**config.mk**
```make
export PLATFORM = sky130hd
export DESIGN_NAME = code_to_onehot_decoder
export DESIGN_NICKNAME = d
export VERILOG_FILES = /design/src/rtl/decoder_pkg.sv /design/src/rtl/onehot_dec.sv /design/src/rtl/code_to_onehot_decoder.sv
export SDC_FILE = /design/constraint.sdc
export NUM_CORES = 1
export LEC_CHECK = 0
export CAP_MARGIN = 20
export CORE_MARGIN = 3
export CORE_UTILIZATION = 47
export DETAILED_ROUTE_END_ITERATION = 8
export PLACE_DENSITY = 0.77
export RECOVER_POWER = 25
export SYNTH_ARGS = -nofsm -noshare
export SYNTH_HDL_FRONTEND = slang
export SYNTH_SLANG_ARGS = --single-unit
```
**constraint.sdc**
```tcl
create_clock -name clk -period 3.44 [get_ports clk]
set_input_delay 0.344 -clock clk [delete_from_list [all_inputs] [get_ports clk]]
set_output_delay 0.344 -clock clk [all_outputs]
set_load 0.1 [all_outputs]
```
**src/rtl/decoder_pkg.sv**
```systemverilog
// -----------------------------------------------------------------------------
// decoder_pkg
//
// Shared definitions for the code-to-one-hot decoder slice.
//   CODE_W_DEFAULT : default width of the encoded index
//   state_t        : frame-level FSM states (IDLE, ACCUM, HOLD)
//   MODE_SINGLE    : one output word per accepted beat
//   MODE_ACCUM     : OR all beats of a frame into a single request mask
// -----------------------------------------------------------------------------
package decoder_pkg;

    localparam int CODE_W_DEFAULT = 3;

    // IDLE  : waiting for the first beat of a frame
    // ACCUM : inside a multi-beat accumulate frame
    // HOLD  : result word presented on the output, waiting for out_ready
    typedef enum logic [1:0] {
        IDLE  = 2'd0,
        ACCUM = 2'd1,
        HOLD  = 2'd2
    } state_t;

    localparam logic MODE_SINGLE = 1'b0;
    localparam logic MODE_ACCUM  = 1'b1;

endpackage : decoder_pkg

```
**src/rtl/onehot_dec.sv**
```systemverilog
// -----------------------------------------------------------------------------
// onehot_dec
//
// Purely combinational N-to-2^N decoder with a "no request" qualifier.
//   code       in  CODE_W  encoded index
//   code_valid in  1       0 forces an all-zero result
//   onehot     out OUT_W   1 << code when code_valid, else 0
// -----------------------------------------------------------------------------
module onehot_dec
    import decoder_pkg::*;
#(
    parameter  int CODE_W = CODE_W_DEFAULT,
    localparam int OUT_W  = 2**CODE_W
) (
    input  logic [CODE_W-1:0] code,
    input  logic              code_valid,
    output logic [OUT_W-1:0]  onehot
);

    // The index is only looked at under code_valid, so an undriven code on a
    // "no request" beat can never leak into the result.
    always_comb begin
        onehot = '0;
        if (code_valid) begin
            onehot[code] = 1'b1;
        end
    end

endmodule : onehot_dec

```
**src/rtl/code_to_onehot_decoder.sv**
```systemverilog
// -----------------------------------------------------------------------------
// code_to_onehot_decoder
//
// Registered, handshaked N-to-2^N decoder. In single mode every accepted beat
// yields one one-hot word; in accumulate mode the decoded bits of a frame
// (terminated by in_last) are ORed into one request mask.
//
// Ports:
//   clk, rst_n     clock, asynchronous active-low reset
//   en_n           active-low enable, 1 blocks input acceptance
//   mode           0 single / 1 accumulate, sampled on a frame's first beat
//   in_valid/ready input handshake
//   in_code        encoded index
//   in_code_valid  0 = beat contributes no bit
//   in_last        final beat of an accumulate frame
//   out_valid/ready output handshake
//   out_onehot     decoded or accumulated mask
//   out_count      number of set bits in out_onehot
//   out_empty      out_onehot == 0
// -----------------------------------------------------------------------------
module code_to_onehot_decoder
    import decoder_pkg::*;
#(
    parameter  int CODE_W = CODE_W_DEFAULT,
    localparam int OUT_W  = 2**CODE_W
) (
    input  logic              clk,
    input  logic              rst_n,
    input  logic              en_n,
    input  logic              mode,
    input  logic              in_valid,
    output logic              in_ready,
    input  logic [CODE_W-1:0] in_code,
    input  logic              in_code_valid,
    input  logic              in_last,
    output logic              out_valid,
    input  logic              out_ready,
    output logic [OUT_W-1:0]  out_onehot,
    output logic [CODE_W:0]   out_count,
    output logic              out_empty
);

    state_t             state, state_n;
    logic [OUT_W-1:0]   acc, acc_n;
    logic               mode_q, mode_n;
    logic [OUT_W-1:0]   beat_bits;
    logic [OUT_W-1:0]   result;
    logic               load;
    logic               in_fire;
    logic               out_fire;
    logic               start_frame;

    function automatic logic [CODE_W:0] popcount(input logic [OUT_W-1:0] v);
        logic [CODE_W:0] c;
        c = '0;
        for (int i = 0; i < OUT_W; i++) begin
            c = c + (CODE_W+1)'(v[i]);
        end
        return c;
    endfunction

    onehot_dec #(
        .CODE_W     (CODE_W)
    ) u_dec (
        .code       (in_code),
        .code_valid (in_code_valid),
        .onehot     (beat_bits)
    );

    // In HOLD a new beat may only be taken when the held word leaves in the
    // same cycle, which is what lets single mode run at one word per clock.
    // rst_n is folded in so nothing is accepted while reset is held.
    assign in_ready  = rst_n && !en_n && ((state != HOLD) || out_ready);
    assign out_valid = (state == HOLD);
    assign in_fire   = in_valid && in_ready;
    assign out_fire  = out_valid && out_ready;

    // A beat accepted in IDLE, or in HOLD alongside the output handshake, is
    // always the first beat of a new frame.
    assign start_frame = in_fire && ((state == IDLE) || (state == HOLD));

    always_comb begin
        state_n = state;
        acc_n   = acc;
        mode_n  = mode_q;
        load    = 1'b0;
        result  = '0;

        if ((state == HOLD) && out_fire) begin
            state_n = IDLE;
        end

        if (start_frame) begin
            mode_n = mode;
            if ((mode == MODE_SINGLE) || in_last) begin
                result  = beat_bits;
                load    = 1'b1;
                state_n = HOLD;
            end else begin
                acc_n   = beat_bits;
                state_n = ACCUM;
            end
        end else if ((state == ACCUM) && in_fire) begin
            // The mode input is ignored mid-frame; the latched mode is
            // always MODE_ACCUM here, the extra term only closes the frame
            // defensively should that ever not hold.
            acc_n = acc | beat_bits;
            if (in_last || (mode_q == MODE_SINGLE)) begin
                result  = acc | beat_bits;
                load    = 1'b1;
                state_n = HOLD;
            end
        end

        if ((state != IDLE) && (state != ACCUM) && (state != HOLD)) begin
            state_n = IDLE;
        end
    end

    always_ff @(posedge clk or negedge rst_n) begin
        if (!rst_n) begin
            state  <= IDLE;
            acc    <= '0;
            mode_q <= MODE_SINGLE;
        end else begin
            state  <= state_n;
            acc    <= acc_n;
            mode_q <= mode_n;
        end
    end

    // Output word registers only change when a new word enters HOLD, so they
    // stay stable under backpressure and keep their value after the handshake.
    always_ff @(posedge clk or negedge rst_n) begin
        if (!rst_n) begin
            out_onehot <= '0;
            out_count  <= '0;
            out_empty  <= 1'b1;
        end else if (load) begin
            out_onehot <= result;
            out_count  <= popcount(result);
            out_empty  <= (result == '0);
        end
    end

endmodule : code_to_onehot_decoder
```
; ---- After elaboration in Yosys (flattened, before gate mapping)
; Cells that the tools add are included.
; W data, S select, Z words.
[totals]
output_inout_bits = 15
regBits = 24
[op_classes]
reduce_logical = 20
bitwise_logic = 3
n_lt_le_gt_ge = 2
n_addsub = 7
eq_ne = 5
n_mux = 20
[op_table]
columns = op, n
row1 = $mux W8, 8
row2 = $add A4 B1 Y4, 4
row3 = $mux W2, 6
row4 = $logic_and A1 B1 Y1, 10
row5 = $logic_not A8 Y1, 1
row6 = $or A8 B8 Y8, 1
row7 = $mux W1, 5
row8 = $add A3 B1 Y4, 1
row9 = $logic_or A1 B1 Y1, 4
row10 = $lt A3 B4 Y1 const B, 1
row11 = $ne A2 B2 Y1 const B, 2
row12 = $reduce_bool A2 Y1, 2
row13 = $add A2 B1 Y3, 1
row14 = $demux W1 S3, 1
row15 = $ge A3 B1 Y1 const B, 1
row16 = $add A1 B1 Y2, 1
row17 = $eq A2 B1 Y1 const B, 1
row18 = $eq A2 B2 Y1 const B, 1
row19 = $logic_not A2 Y1, 1
row20 = $ne A2 B1 Y1 const B, 1
row21 = $not A1 Y1, 2
row22 = $reduce_and A2 Y1, 1
row23 = $logic_not A1 Y1, 1

; ---- Longest topological paths before layout
; Gate-level depths: netlist of run 1.
[depth]
word_depth = 16
depth_mapped = 15

; ---- By module
; Synthesis of run 1 repeated with hierarchy kept, for this count alone.
[unflattened]
cells_unflattened = 135
area_unflattened_um2 = 1456.4
[by_module_without_submodules]
columns = mod, instances, cells_each, area_each_um2
row1 = code_to_onehot_decoder, 1, 127, 1361.3
row2 = onehot_dec, 1, 8, 95.1

; ---- Least setup slack after synthesis of run 1
; No wires, ideal clock.
[synth_path]
path_type = register to register
startpoint = register state[0]
endpoint = register out_count[2]
path_slack_ns = -0.165
n_path_buf = 2
synth_period_minus_slack_ns = 3.605
arrival_ns = 3.529
stages_incl_launch_ff = 16
path_cell_list = dfrtp_1 > buf_6 > mux2i_1 > a2bb2oi_2 > buf_6 > nand3_1 > a21o_1 > fa_1 > fa_1 > fa_1 > inv_1 > ha_1 > inv_1 > fa_1 > xor2_1 > o21ai_1
[synth_via]
elab_chain_cells = 14
word_cells_on_any_way = 21
cone_classes = 7 x add/sub / 3 x eq/ne / 4 x mux / 7 x reduce/logical
[synth_rtl]
columns = element, line
row1 = from (decl), code_to_onehot_decoder.sv:43  ; state_t state, state_n;
row2 = from (signal assigned), code_to_onehot_decoder.sv:126  ; state <= state_n;
row3 = $ne A2 B2 Y1, code_to_onehot_decoder.sv:73  ; assign in_ready = rst_n && !en_n && ((state != HOLD) || out_ready);
row4 = $logic_or A1 B1 Y1, code_to_onehot_decoder.sv:73
row5 = $logic_and A1 B1 Y1, code_to_onehot_decoder.sv:73
row6 = $logic_and A1 B1 Y1, code_to_onehot_decoder.sv:75  ; assign in_fire = in_valid && in_ready;
row7 = $logic_and A1 B1 Y1, code_to_onehot_decoder.sv:103  ; end else if ((state == ACCUM) && in_fire) begin
row8 = $mux W8, code_to_onehot_decoder.sv:103
row9 = $mux W8, code_to_onehot_decoder.sv:93  ; if (start_frame) begin
row10 = $add A1 B1 Y2, code_to_onehot_decoder.sv:57  ; c = c + (CODE_W+1)'(v[i]);
row11 = $add A2 B1 Y3, code_to_onehot_decoder.sv:57
row12 = $add A3 B1 Y4, code_to_onehot_decoder.sv:57
row13 = $add A4 B1 Y4 (4 in a row), code_to_onehot_decoder.sv:57
row14 = to (signal assigned), code_to_onehot_decoder.sv:141  ; out_count <= popcount(result);
row15 = to (decl), code_to_onehot_decoder.sv:39  ; output logic [CODE_W:0] out_count,
; Several ways; a longest one is shown, not always the timed one.
; A chain may end at the register's enable or synchronous reset.

; ---- Final worst setup path of run 1
[layout_path]
startpoint = register mode_q
endpoint = register out_count[1]
[layout_via]
elab_chain_cells = 12
word_cells_on_any_way = 15
cone_classes = 7 x add/sub / 6 x mux / 1 x bitwise / 1 x reduce/logical
[layout_rtl]
columns = element, line
row1 = from (decl), code_to_onehot_decoder.sv:45  ; logic mode_q, mode_n;
row2 = from (signal assigned), code_to_onehot_decoder.sv:128  ; mode_q <= mode_n;
row3 = $not A1 Y1 *, code_to_onehot_decoder.sv:108  ; if (in_last || (mode_q == MODE_SINGLE)) begin
row4 = $logic_or A1 B1 Y1 *, code_to_onehot_decoder.sv:108
row5 = $mux W8, code_to_onehot_decoder.sv:108
row6 = $mux W8, code_to_onehot_decoder.sv:103
row7 = $mux W8, code_to_onehot_decoder.sv:93
row8 = $add A1 B1 Y2, code_to_onehot_decoder.sv:57
row9 = $add A2 B1 Y3, code_to_onehot_decoder.sv:57
row10 = $add A3 B1 Y4, code_to_onehot_decoder.sv:57
row11 = $add A4 B1 Y4 (4 in a row), code_to_onehot_decoder.sv:57
; Mark *: on every way between the ends. The rest lies on a longest branch, timed or not.

==> out/results.txt, run 1 <==
Status: finished, violations left
Failing checks: negative setup slack
Power consumption: 1.42 mW
Max-slew violations: 0
Clk Latency, worst-skew pair: 0.33 ns
Die area: 3870 um^2
Site Rows: 19
Worst path cell trace: buf_4 > mux2i_4 > a2bb2oi_4 > buf_6 > nand2_4 > a21o_1 > fa_1 > fa_1 > fa_2 > inv_2 > ha_4 > inv_2 > fa_2 > o21ai_1
Min Hold Slack: 0.491 ns
CTS tree: yes
Number of vias per cell: 5.38
Die X: 62.2 um
Avg Inst Size Synth: 8.95 um^2
CP endpoint kind: register
Ranking of synthesized cells by area: dfrtp_1 (39%), nand2_1 (8.3%), fa_1 (5.4%)
Fin crit share: 1.07
Final setup viols: 2
Pwr Density: 672 nW/um^2
Antenna Nets Post-Route: 0
Vias in the first global route: 1,417
Final worst slack: -0.226 ns
Largest net degree at the start of global routing: 25
Xor and xnor area share after synthesis: 0.0118
Deepest clock path buffer count: 2
IO buf count: 25
First-pass GRT wire length: 6.71 mm
Crit path DAT: 3.94 ns
Reg area: 603 um^2
Post-Synth Adder-Cell Area: 0.0875
Peak Freq: 0.273 GHz
Footprint of the multi-input gates: 850 um^2
Share of layout cells above drive strength 1: 0.263
Routability-driven placement congestion ratio: 0.939
Switch Pwr: 0.667 mW
Root buf cell: clkbuf_4
# DRC: 0
Combinational family with the most area after synthesis: simple AND/OR/NAND/NOR gates
WL per Instance: 14.9 um
Multiplexer share of the synthesized area: 0.0219
Final hold violations: 0
Cell variety after synth: 41
Sequential Power Share: 0.292
Cells after synthesis: 166
Async S/R FF share, synth: 1.00
Number of flops mapped to enable cells by yosys: 0
Hold/Removal Path Class: register to register
Die height: 62.2 um
Slew of the pin with the lowest slew margin: 1.28 ns
Synth top area share: 0.387
Crit path kind: register to register
Post-Route WL: 3.97 mm
Nature of the critical path startpoint: register
Comb power frac: 0.559
Max-cap violations: 0
CTS buffer count: 3
Detailed-route via count: 1,430
Synth Flop Type: dfrtp_1
Total core area: 2880 um^2
Post-synthesis cell area: 1490 um^2
Dpl hpwl: 2.91 mm
Post-Layout Cell Count: 266
RSZ-0062 raised after global routing: yes
Initial antenna violation count: 0
Nets: 244
WP data required: 3.71 ns
Synth area leader: dfrtp_1
DRT iter0 DRCs: 118
Slew HR: 0.146
Synth Area in Compound Gates: 0.171
First-pass DRT Iterations: 4
Sequential fraction of the synthesis area: 0.405
Synth Net Count: 185
Clock skew: 0.00680 ns
Power share of the clock group: 0.148
Starting Density: 0.517
Total Neg Setup Slack: -0.426 ns
CP peak stage delay: 0.55 ns
I/O pin total: 26
Placed Cells incl. Taps: 257
Worst ir drop on vdd: 0.000490 V
CP Max Fanout: 3
Switch share: 0.471
Leakage power: 0.946 nW
Synth Area in Simple Gates: 0.247
CTS clk-pin slew, worst paths: 0.14 ns
Overflow after GRT: 0
CP max-delay cell: fa_2
Tmin final: 3.67 ns
# diodes: 0
#FFs+latches synth: 24
CTS sink cnt: 24
Ys Warns: 0
H-tree depth: 1
P_int: 0.748 mW
FILL cells: 207
Area growth, synth to finish: 41.7%
Total Routing Usage GR: 0.218
==> area by class of cell <==
type                            count  area share
Tap cell                           42      0.0250
Multi-Input combinational cell    126       0.403
Inverter                            9      0.0160
Clock inverter                      1      0.0143
Sequential cell                    24       0.286
Timing Repair Buffer               61       0.244
Clock buffer                        3      0.0107
==> cells in the mapped netlist, types with 2 or more instances <==
master / count
fa_1: 4
and2_1: 2
o21ai_1: 3
a21o_1: 5
o31ai_1: 2
nand3_1: 11
nor2b_1: 6
nand2b_1: 4
mux2_2: 2
a21oi_1: 7
o21ai_0: 14
clkbuf_1: 3
inv_1: 9
ha_1: 4
dfrtp_1: 23
nor2_1: 7
buf_6: 3
nand4_1: 2
nand2_1: 33
==> metrics by stage <==
step | util | setup WS (ns) | area, um^2
floorplan | - | -0.153 | 1490
global placement | 0.685 | -0.478 | 1970
detailed placement | 0.685 | -0.595 | 1970
CTS | 0.718 | -0.190 | 2070
global route | 0.732 | -0.310 | 2110
finish | 0.732 | -0.226 | 2110
==> power by group through the flow <==
| stage | combinational (mW) | sequential (mW) | clock [mW] |
|---|---|---|---|
| 2_1_floorplan | 0.288 | 0.637 | 0 |
| 3_3_place_gp | 0.701 | 0.411 | 0 |
| 3_5_place_dp | 0.711 | 0.415 | 0 |
| 4_1_cts | 0.749 | 0.411 | 0.216 |
| 5_1_grt | 0.836 | 0.424 | 0.230 |
| 6_report | 0.792 | 0.414 | 0.210 |
==> registers in the layout (all words and copies together), names as in the netlist <==
register and cells:
acc 8, out_onehot 8, out_count 4, state 2
mode_q 1, out_empty 1
==> cell usage in the layout (no fill, tap or decap), types with 2 or more instances in the layout <==
| master | instances |
|---|---|
| buf_4 | 36 |
| nand2_1 | 33 |
| dfrtp_1 | 22 |
| clkdlybuf4s50_1 | 21 |
| o21ai_0 | 13 |
| nand3_1 | 10 |
| nor2_1 | 7 |
| inv_1 | 7 |
| a21oi_1 | 7 |
| a21o_1 | 5 |
| nor2b_1 | 5 |
| nand2b_1 | 4 |
| o21ai_1 | 4 |
| ha_1 | 3 |
| clkbuf_4 | 3 |
| inv_2 | 2 |
| nand4_1 | 2 |
| and2_1 | 2 |
| mux2_2 | 2 |
| o31ai_1 | 2 |
| fa_1 | 2 |
| fa_2 | 2 |
==> cells by family after synthesis <==
family                   Yosys count
adder cells (fa/ha/maj)            8
AND/OR/NAND/NOR                   73
AO/OA/AOI/OAI                     40
flip-flops                        24
multiplexers                       3
buffers and inverters             16
XOR/XNOR                           2
==> routing by layer <==
metal	vias to the layer above	global-route usage	part of all wire	wire [um]
met5	-	0	0	0
met4	0	0.0912	0.012	49
met3	5	0.0342	0.049	195
met2	56	0.353	0.49	1930
met1	679	0.290	0.45	1790
li1	690	-	-	-
==> final timing paths <==
check | startpoint | end | slack [ns] | cells past startpoint
max in group asynchronous | rst_n | state[0] | 1.71 | 2
min in group asynchronous | rst_n | out_onehot[7] | 0.89 | 2
worst max register to register | mode_q | out_count[1] | -0.23 | 14
worst min register to register | out_onehot[6] | out_onehot[6] | 0.49 | 2
worst min-delay path | out_onehot[6] | out_onehot[6] | 0.49 | 2
worst max-delay path | mode_q | out_count[1] | -0.23 | 14
==> worst max-delay path: cells and delay by family, from the launching register on <==
kind,cells,cell delay [ns]
adder cells (fa/ha/maj),5,2.06
multiplexers,1,0.18
flip-flops,1,0.41
AO/OA/AOI/OAI,3,0.54
buffers and inverters,4,0.39
AND/OR/NAND/NOR,1,0.04
==> timing repair <==
action                                  4_1_cts  5_1_grt
endpoints found under the setup margin        2        4
gates resized for setup                       3       11
buffers inserted                              4        1
pin swaps                                     3        5
hold buffers                                  0        0
Note: power is estimated with default switching activity, not from simulation.
==> run 2: changes to the inputs <==
--- a/config.mk
+++ b/config.mk
@@ -9,7 +9,7 @@
 export CORE_MARGIN = 3
 export CORE_UTILIZATION = 47
 export DETAILED_ROUTE_END_ITERATION = 8
-export PLACE_DENSITY = 0.77
+export PLACE_DENSITY_LB_ADDON = 0.1
 export RECOVER_POWER = 25
 export SYNTH_ARGS = -nofsm -noshare
 export SYNTH_HDL_FRONTEND = slang
==> out/results.txt, run 2 (same netlist as run 1, synthesis figures left out) <==
Largest net degree at the start of global routing: 25 (unchanged)
CTS tree: yes
Fin crit share: 1.06 (-0.00279)
Overflow after GRT: 0 (unchanged)
Clk Latency, worst-skew pair: 0.31 ns (-0.02 ns)
WL per Instance: 14.0 um (-5.9%)
Largest registers: acc (8), out_onehot (8), out_count (4)
CTS clk-pin slew, worst paths: 0.12 ns (-0.02 ns)
Leakage power: 0.956 nW (+1.1%)
Max-slew violations: 0 (unchanged)
IO buf count: 25 (unchanged)
Peak Freq: 0.274 GHz (+0.26%)
Die X: 62.2 um (unchanged)
Commonest non-fill, non-tap cell in the layout: buf_4
Hold/Removal Path Class: register to register
Final hold violations: 0 (unchanged)
Initial antenna violation count: 0 (unchanged)
Root buf cell: clkbuf_4
CP Max Fanout: 6 (+3)
Deepest clock path buffer count: 2 (unchanged)
Nets: 247 (+1.2%)
Cts hold-fix bufs: 0 (unchanged)
Dpl hpwl: 2.82 mm (-3.0%)
Max-cap violations: 0 (unchanged)
Starting Density: 0.517 (unchanged)
H-tree depth: 1 (unchanged)
Final setup viols: 2 (unchanged)
Total Routing Usage GR: 0.202 (-0.0157)
Status: finished, violations left
CTS sink cnt: 24 (unchanged)
Slew of the pin with the lowest slew margin: 1.26 ns (-0.0191 ns)
Pre-CTS WS: -0.581 ns (+0.0140 ns)
Area growth, synth to finish: 42.8%
CTS buffer count: 3 (unchanged)
Post-Route WL: 3.78 mm (-4.8%)
FILL cells: 209 (+0.97%)
Reg area: 603 um^2 (unchanged)
Total core area: 2880 um^2 (unchanged)
Pwr Density: 633 nW/um^2 (-5.9%)
RSZ-0062 raised after global routing: yes
Clock skew: 0.00273 ns (-0.00408 ns)
First-pass GRT wire length: 6.38 mm (-4.8%)
First-pass DRT Iterations: 4 (unchanged)
Footprint of the multi-input gates: 865 um^2 (+1.8%)
Slew HR: 0.158 (+0.0127)
Crit path kind: input pin to register
Antenna Nets Post-Route: 0 (unchanged)
CP endpoint kind: register
Worst ir drop on vdd: 0.000372 V (-24%)
Routability-driven placement congestion ratio: 0.894 (-4.8%)
Tmin final: 3.66 ns (-0.00959 ns)
Most frequent cells in the layout: buf_4 (38), nand2_1 (31), dfrtp_1 (22), clkdlybuf4s50_1 (22), o21ai_0 (13)
Detailed-route via count: 1,399 (-2.2%)
Crit path DAT: 3.91 ns (-0.03 ns)
Share of layout cells above drive strength 1: 0.278 (+0.0141)
Failing checks: negative setup slack
Site Rows: 19 (unchanged)
Power consumption: 1.34 mW (-5.1%)
Die height: 62.2 um (unchanged)
Final worst slack: -0.216 ns (+0.00959 ns)
# DRC: 0 (unchanged)
# diodes: 0 (unchanged)
Nature of the critical path startpoint: input pin
Vias in the first global route: 1,411 (-0.42%)
WP data required: 3.69 ns (-0.02 ns)
DRT iter0 DRCs: 48 (-59%)
Die area: 3870 um^2 (unchanged)
I/O pin total: 26 (unchanged)
Number of vias per cell: 5.20 (-3.3%)
==> run 2: path summary, 6_finish.rpt <==
check,end,cells past startpoint,slack [ns],startpoint
setup / recovery,out_count[1],13,-0.22,in_last
hold / removal,out_onehot[2],1,0.50,out_onehot[2]
setup reg to reg,out_count[1],14,-0.15,mode_q
hold reg to reg,out_onehot[2],1,0.50,out_onehot[2]
max in group asynchronous,state[0],2,1.73,rst_n
min in group asynchronous,acc[1],2,0.89,rst_n
==> run 2: layout make-up <==
| type | count | area share |
|---|---|---|
| flip-flops and latches | 24 | 0.284 |
| well taps | 42 | 0.0248 |
| repair buffers | 64 | 0.255 |
| inverters | 9 | 0.0159 |
| clock buffers | 4 | 0.0124 |
| multi-input cells | 126 | 0.407 |
==> run 2: critical path, cell delays in order <==
cell and delay [ns]:
clkdlybuf4s50_1 0.53, nor2b_4 0.06, nor3b_4 0.34, nand2_2 0.10, a21o_1 0.21, fa_1 0.56, fa_1 0.43, fa_1 0.52
inv_2 0.05, ha_4 0.15, inv_2 0.05, fa_2 0.42, o21ai_2 0.14
==> run 2: repair_timing <==
action / in CTS / in global routing
setup buffers: 3 / 7
endpoints found under the setup margin: 3 / 4
pin swaps: 1 / 5
resized for setup: 1 / 17
==> run 2: through the flow <==
step,std cells,setup TNS (ns),instance area [um^2],util,hold slack (ns)
finish,269,-0.425,2120,0.738,0.495
global route,269,-0.800,2120,0.738,0.526
CTS,262,-0.459,2020,0.701,0.452
detailed placement,255,-1.77,1960,0.680,0.461
global placement,255,-1.45,1960,0.680,0.463
floorplan,166,-0.296,1490,-,0.0484
==> run 2: per-layer routing <==
metal,global-route usage,vias up,routed length (um),share of wire
li1,-,695,-,-
met1,0.280,648,1730,0.46
met2,0.312,47,1800,0.48
met3,0.0432,9,192,0.051
met4,0.0746,0,51,0.014
met5,0,-,0,0
==> run 2: power breakdown <==
group	internal (mW)	switching (mW)	leakage, nW
logic	0.294	0.504	0.622
clock network	0.0453	0.0817	0.0150
registers	0.352	0.0649	0.319
total	0.692	0.651	0.956
